File: src/rtl/matmul_host_ctrl.sv
// rtl/matmul_host_ctrl.sv - byte-stream host initiator for the 2x2 matrix multiplier start/done port
// Define MMHOST_TIMEOUT_EN to enable the WAIT-state watchdog (err pulse, 16'hFFFF results).
module matmul_host_ctrl #(
  parameter int TIMEOUT = 16
) (
  input  logic        clk,
  input  logic        rst_n,
  input  logic        s_valid,
  input  logic [7:0]  s_data,
  output logic        s_ready,
  output logic        m_valid,
  output logic [15:0] m_data,
  output logic        m_last,
  input  logic        m_ready,
  output logic        mm_start,
  output logic [7:0]  mm_a11,
  output logic [7:0]  mm_a12,
  output logic [7:0]  mm_a21,
  output logic [7:0]  mm_a22,
  output logic [7:0]  mm_b11,
  output logic [7:0]  mm_b12,
  output logic [7:0]  mm_b21,
  output logic [7:0]  mm_b22,
  input  logic [15:0] mm_c11,
  input  logic [15:0] mm_c12,
  input  logic [15:0] mm_c21,
  input  logic [15:0] mm_c22,
  input  logic        mm_done,
  output logic        busy,
  output logic        err
);

  typedef enum logic [1:0] {COLLECT, KICK, WAIT, SEND} state_t;

  state_t            state_q, state_d;
  logic [2:0]        byte_idx_q, byte_idx_d;
  logic [1:0]        word_idx_q, word_idx_d;
  logic [7:0][7:0]   op_q, op_d;
  logic [3:0][15:0]  res_q, res_d;
  logic              s_ready_q, s_ready_d;
  logic              m_valid_q, m_valid_d;
  logic              byte_acc;
  logic              word_acc;
  logic              timeout;

  assign byte_acc = s_valid && s_ready_q && (state_q == COLLECT);
  assign word_acc = m_valid_q && m_ready && (state_q == SEND);

`ifdef MMHOST_TIMEOUT_EN
  localparam int CW = $clog2(TIMEOUT + 1);

  logic [CW-1:0] tmo_cnt_q, tmo_cnt_d;
  logic          err_q, err_d;

  // Counter restarts from zero on every entry to WAIT; mm_done wins a same-cycle tie.
  always_comb begin
    tmo_cnt_d = '0;
    if (state_q == WAIT) tmo_cnt_d = tmo_cnt_q + CW'(1);
  end

  assign timeout = (state_q == WAIT) && !mm_done && (tmo_cnt_q == CW'(TIMEOUT - 1));
  assign err_d   = timeout;

  always_ff @(posedge clk or negedge rst_n) begin
    if (!rst_n) begin
      tmo_cnt_q <= '0;
      err_q     <= 1'b0;
    end else begin
      tmo_cnt_q <= tmo_cnt_d;
      err_q     <= err_d;
    end
  end

  assign err = err_q;
`else
  assign timeout = 1'b0;
  assign err     = 1'b0;
`endif

  always_ff @(posedge clk or negedge rst_n) begin
    if (!rst_n) begin
      state_q    <= COLLECT;
      byte_idx_q <= '0;
      word_idx_q <= '0;
      op_q       <= '0;
      res_q      <= '0;
      s_ready_q  <= 1'b0;
      m_valid_q  <= 1'b0;
    end else begin
      state_q    <= state_d;
      byte_idx_q <= byte_idx_d;
      word_idx_q <= word_idx_d;
      op_q       <= op_d;
      res_q      <= res_d;
      s_ready_q  <= s_ready_d;
      m_valid_q  <= m_valid_d;
    end
  end

  always_comb begin
    state_d = state_q;
    case (state_q)
      COLLECT: if (byte_acc && (byte_idx_q == 3'd7)) state_d = KICK;
      KICK:    state_d = WAIT;
      WAIT:    if (mm_done || timeout) state_d = SEND;
      SEND:    if (word_acc && (word_idx_q == 2'd3)) state_d = COLLECT;
      default: state_d = COLLECT;
    endcase
  end

  always_comb begin
    byte_idx_d = byte_idx_q;
    word_idx_d = word_idx_q;
    op_d       = op_q;
    res_d      = res_q;
    m_valid_d  = m_valid_q;
    // s_ready is a flop, so it looks one state ahead to drop on the byte-7 edge.
    s_ready_d  = (state_d == COLLECT);

    if (byte_acc) begin
      op_d[byte_idx_q] = s_data;
      byte_idx_d       = byte_idx_q + 3'd1;
    end

    if (state_q == WAIT) begin
      if (mm_done) begin
        res_d     = {mm_c22, mm_c21, mm_c12, mm_c11};
        m_valid_d = 1'b1;
        word_idx_d = 2'd0;
      end else if (timeout) begin
        res_d     = {4{16'hFFFF}};
        m_valid_d = 1'b1;
        word_idx_d = 2'd0;
      end
    end

    if (word_acc) begin
      word_idx_d = word_idx_q + 2'd1;
      if (word_idx_q == 2'd3) m_valid_d = 1'b0;
    end
  end

  always_comb begin
    mm_start = (state_q == KICK);
    busy     = (state_q != COLLECT) || (byte_idx_q != 3'd0);
    m_data   = res_q[word_idx_q];
    m_last   = m_valid_q && (word_idx_q == 2'd3);
  end

  assign s_ready = s_ready_q;
  assign m_valid = m_valid_q;
  assign mm_a11  = op_q[0];
  assign mm_a12  = op_q[1];
  assign mm_a21  = op_q[2];
  assign mm_a22  = op_q[3];
  assign mm_b11  = op_q[4];
  assign mm_b12  = op_q[5];
  assign mm_b21  = op_q[6];
  assign mm_b22  = op_q[7];

endmodule

File: config.mk
export PLATFORM = sky130hd
export DESIGN_NAME = matmul_host_ctrl
export DESIGN_NICKNAME = d
export VERILOG_FILES = /design/src/rtl/matmul_host_ctrl.sv
export SDC_FILE = /design/constraint.sdc
export NUM_CORES = 1
export LEC_CHECK = 0
export ABC_AREA = 1
export CAP_MARGIN = 5
export CORE_MARGIN = 2
export CORE_UTILIZATION = 49
export CTS_CLUSTER_DIAMETER = 40
export DETAILED_ROUTE_END_ITERATION = 10
export PLACE_DENSITY = 0.84
export SYNTH_ARGS = -nofsm -noshare
export SYNTH_HDL_FRONTEND = slang
export SYNTH_SLANG_ARGS = --single-unit
File: constraint.sdc
create_clock -name clk -period 1.75 [get_ports clk]
set_input_delay 0.4375 -clock clk [delete_from_list [all_inputs] [get_ports clk]]
set_output_delay 0.4375 -clock clk [all_outputs]
set_load 0.02 [all_outputs]
==> flow_summary.ini, run 1 <==
[setup_path]
crit_end = m_data[8]
cp-end-kind = output pin
crit_path_start = word_idx_q[0]
regToRegSetupSlack_ns = 0.31
path_max_fanout = 7
path_class = reg -> out
critPathArrivalTime_ns = 1.68
worstPathRequired_ns = 1.31
r2r-end = mm_b11[1]
critPathLaunchType = flip-flop
rr_startpoint = byte_idx_q[1]
reg2reg_depth = 7

[placed_design]
pre_cts_ws_ns = -0.340
placed_area_um2 = 8410
port_buffers = 161
gp_congestion = 0.918
dpl.hpwl_um = 12100

[cts]
tritoncts = built
clockBufferDepth = 2
htreeDepth = 4
clock_sinks = 137
cts.clk_slew.worst_paths_ns = 0.05
cts_buffers = 17
cts_root_buffer = clkbuf_16
clock_latency_ns = 0.42

[sta]
fmax_mhz = 472
rsz0062_at_grt = yes
min_period_over_period = 1.21
setup_viol = 17
final.setup_skew_ns = 0.00674
drv_slew = 0
hold_violations = 0
setup_slack_ns = -0.368
period_minus_slack_ns = 2.12

[yosys]
ys_types = 23
synth_nets = 807
yosys_warnings = 0
synth-main-ff-cell = dfrtp_1
yosysTopAreaCell = dfrtp_1
synth_most_common_cell = nand2_1
ys_seq_area_frac = 0.540
synth-async-reset-ratio = 1.00
synth_edf_count = 0
syn_inst = 726
synth_commonest_cells = nand2_1, dfrtp_1, nand2_2
yosys_register_bits = 137
postSynthAreaPerCell_um2 = 8.74
synth.cell_area_um2 = 6350
synthTopCellsByArea = dfrtp_1, nand2_1, nand2_2
synth.top_cell.area_share = 0.540

[final_layout]
drive_gt1_frac = 0.274
final_core_util = 0.734
area_growth_pct = 45.9
num_antenna_cells = 0
num-nets-final = 1021
fill_cells = 917
final_area_um2 = 9260

[global_route]
grt_use_total = 0.274
grt_pass1_vias = 5732
overflow = 0
grt_antenna_before_repair = 0
grt_pass1_wl_um = 29700
grt_max_degree = 45

[outcome]
violations = negative setup slack
status = complete, but fails checks

[worst_hold_path]
hold_class = reg -> reg
min-delay-start = mm_a22[3]

[floorplan]
start_util = 0.503
die_x_um = 118
design.core.area_um2 = 12600
die_area_um2 = 13900
die_height_um = 118
rows = 41
num_io_pins = 163

[route]
wirelength_um = 18600
firstDrtPassIters = 6
vias_per_cell = 5.21
drt-initial-drc-count = 581
drc_errors = 0
postRouteAntennaNets = 0
wl_per_cell_um = 16.5
num_vias = 5849

[pwr]
power_density_nw_per_um2 = 1460
peakVddDrop_v = 0.00107
power_leakage_nw = 4.95

[flow_run]
max-cap-violations = 0
-- kinds of logic (layout without fill, tap and decap cells) --
logic type,count (synthesis),count (layout),share of synthesized area
DFF,137,137,0.540
xor gates and xnor gates,1,1,0.00138
adders and majority gates,4,4,0.00789
other,1,1,0.000591
and+or+nand+nor,447,447,0.315
buffers and inverters,68,292,0.0719
AOI/OAI and AO/OA,68,68,0.0631
-- final cells by class --
| cell class | count | area (um^2) | area share |
|---|---|---|---|
| tap | 172 | 215 | 0.0232 |
| sequential | 137 | 3430 | 0.370 |
| clock inverter | 3 | 40.0 | 0.00432 |
| timing repair buffer | 236 | 2340 | 0.253 |
| inverter | 27 | 108 | 0.0116 |
| clock buffer | 26 | 499 | 0.0539 |
| multi-input combinational | 521 | 2630 | 0.284 |
-- placed cells by master, fill, tap and decap left out, types with 19 or more instances in the layout --
cell             synthesis  layout
dlygate4sd2_1            0      66
buf_4                    3      56
nand2_1                261     260
clkdlybuf4s50_1          0      75
inv_1                   20      19
nand3_1                 66      66
buf_6                    6      19
o21ai_2                 16      26
nor2_1                  37      24
nand2_2                 72      73
dfrtp_1                137     137
-- worst min-delay path by stage --
stage / end / slack (ns) / cells after the start
2_1_floorplan: byte_idx_q[0] / 0.14 / 0
3_3_place_gp: res_q[22] / 0.39 / 1
3_5_place_dp: res_q[6] / 0.39 / 1
4_1_cts: mm_a12[3] / 0.47 / 2
5_1_grt: mm_a12[2] / 0.48 / 2
6_report: mm_a22[3] / 0.46 / 2
-- per-stage QoR --
stage	std cells	hold slack, ns	power (mW)	setup TNS (ns)
final	1122	0.465	13.5	-4.64
after global routing	1122	0.482	14.1	-5.69
after CTS	1119	0.467	13.1	-4.59
after detailed placement	1076	0.394	8.98	-5.16
after global placement	1076	0.394	8.86	-4.25
after floorplan	726	0.142	7.00	0
-- layer usage --
layer	up-vias	global-route usage	wire length [um]
met3	60	0.0514	1000
met2	254	0.431	8830
met4	0	0.136	751
met5	-	0	0
met1	2823	0.365	7990
li1	2712	-	-
-- state kept, by name, indices dropped and copies added (netlist names) --
signal and cells:
state_q 2, mm_a22 8, mm_b22 8, mm_b21 8
mm_a11 8, word_idx_q 2, byte_idx_q 3, mm_a12 8
s_ready 1, mm_b11 8, mm_a21 8, mm_b12 8
m_valid 1, res_q 64
-- critical path, cell delays in order, from the launching register on --
cell and delay (ns):
dfrtp_1 0.40, inv_4 0.09, buf_12 0.14, buf_16 0.13, nor2_2 0.08, nor2_1 0.05, o21ai_1 0.11, nand2_1 0.11
buf_6 0.14
-- power breakdown --
group / internal, mW / switching (mW)
Clock: 2.08 / 1.26
Combinational: 2.61 / 3.10
Sequential: 3.94 / 0.529
-- repair_timing --
| item | CTS | global route |
|---|---|---|
| endpoints found under the hold margin | 39 | 0 |
| setup endpoints to repair | 85 | 17 |
| setup buffers | 12 | 4 |
| hold buffers | 1 | 0 |
| pin swaps | 5 | 5 |
| cloned | 2 | 0 |
| gates resized for setup | 210 | 33 |
No activity file was read; power rests on OpenSTA's default activity.
==> run 2, diff against run 1 <==
--- a/config.mk
+++ b/config.mk
@@ -7,6 +7,7 @@
 export LEC_CHECK = 0
 export ABC_AREA = 1
 export CAP_MARGIN = 5
+export CORE_ASPECT_RATIO = 0.7
 export CORE_MARGIN = 2
 export CORE_UTILIZATION = 49
 export CTS_CLUSTER_DIAMETER = 40
==> flow_summary.ini, run 2 (synthesis results as in run 1) <==
[sta]
min_period_over_period = 1.18
fin_tns_setup_ns = -4.08
setup_viol = 17
period_minus_slack_ns = 2.07
final.setup_skew_ns = 0.00949
whs_ns = 0.462
fmax_mhz = 483
setup_slack_ns = -0.323
hold_violations = 0
drv_slew = 0
rsz0062_at_grt = yes

[route]
num_vias = 5730
postRouteAntennaNets = 0
drt-initial-drc-count = 475
drc_errors = 5
wirelength_um = 18800
firstDrtPassIters = 8
wl_per_cell_um = 17.2
vias_per_cell = 5.24

[pwr]
power_leakage_nw = 4.88
peakVddDrop_v = 0.00110
power_density_nw_per_um2 = 1500
power_mw = 13.7

[cts]
clock_latency_ns = 0.41
cts_buffers = 17
tritoncts = built
cts_root_buffer = clkbuf_16
clockBufferDepth = 2
htreeDepth = 4
cts.clk_slew.worst_paths_ns = 0.06
clock_sinks = 137

[final_layout]
num_antenna_cells = 0
regMostFlops = res_q
area_growth_pct = 44.0
num-nets-final = 1000
final_area_um2 = 9140
drive_gt1_frac = 0.254
largest_register_ffs = 64
final_cell_mix = nand2_1, dfrtp_1, clkdlybuf4s50_1
final_common_cell = nand2_1

[placed_design]
placed_area_um2 = 8290
port_buffers = 161
gp_congestion = 0.903
dpl.hpwl_um = 12800
pre_cts_ws_ns = -0.334

[setup_path]
critPathArrivalTime_ns = 1.64
path_max_fanout = 8
critPathLaunchType = flip-flop
path_class = reg -> out
cp-end-kind = output pin
worstPathRequired_ns = 1.31

[floorplan]
die_area_um2 = 13900
num_io_pins = 163
start_util = 0.506
design.core.area_um2 = 12500
die_height_um = 99.2
die_x_um = 140
rows = 34

[global_route]
grt_max_degree = 51
overflow = 0
grt_pass1_wl_um = 30000
grt_antenna_before_repair = 0
grt_pass1_vias = 5719
grt_use_total = 0.279

[outcome]
violations = design-rule violations, negative setup slack
status = complete, but fails checks

[flow_run]
max-cap-violations = 0

[worst_hold_path]
hold_class = reg -> reg
[run 2: layout make-up]
cell class	instances	area, um^2
clock inverters	12	163
well taps	162	203
clock buffers	20	467
flip-flops and latches	137	3430
repair buffers	215	2190
fillers	909	3410
multi-input cells	521	2580
inverters	27	108
[run 2: metal layers]
metal  GRT usage  part of all wire  vias up
li1            -                 -     2685
met1       0.408              0.46     2746
met2       0.398              0.43      259
met3      0.0857             0.082       40
met4      0.0948             0.022        0
met5           0                 0        -
[run 2: where the power goes]
part           switching [mW]  leakage [nW]  total (mW)  internal, mW
clock                    1.41         0.292        3.79          2.38
sequential              0.548          1.79        4.48          3.93
combinational            3.08          2.79        5.45          2.37
total                    5.04          4.88        13.7          8.68
[run 2: worst paths after layout]
check	depth (start not counted)	to	from	slack (ns)
worst max-delay path	6	m_data[8]	word_idx_q[0]	-0.32
worst min-delay path	2	mm_b12[7]	mm_b12[7]	0.46
worst max register to register	7	mm_b11[7]	byte_idx_q[1]	0.21
worst min register to register	2	mm_b12[7]	mm_b12[7]	0.46
max in group asynchronous	3	res_q[46]	rst_n	0.65
min in group asynchronous	2	res_q[10]	rst_n	0.49
[run 2: worst max-delay path, cell delays in order (launching register included)]
cell and delay (ns):
dfrtp_1 0.41, inv_4 0.08, buf_12 0.14, buf_16 0.14
o21ai_1 0.18, nand2_1 0.13, buf_6 0.15
[run 2: metrics by stage]
stage	utilization	instances
finish	0.728	1094
global route	0.728	1094
CTS	0.719	1092
detailed placement	0.660	1051
global placement	0.660	1051
floorplan	-	726
[run 2: what timing repair did]
action / CTS / global route
setup buffers: 6 / 1
resized for setup: 197 / 30
setup endpoints to repair: 85 / 18
pin swaps: 0 / 4
gates cloned: 2 / 1
hold endpoints to repair: 30 / 0
hold buffers: 1 / 0
==> run 3, diff against run 2 <==
--- a/config.mk
+++ b/config.mk
@@ -6,6 +6,7 @@
 export NUM_CORES = 1
 export LEC_CHECK = 0
 export ABC_AREA = 1
+export ABC_CLOCK_PERIOD_IN_PS = 1750
 export CAP_MARGIN = 5
 export CORE_ASPECT_RATIO = 0.7
 export CORE_MARGIN = 2
==> results of run 3 <==
No change in the layout: final DEF, timing and power equal those of run 2.
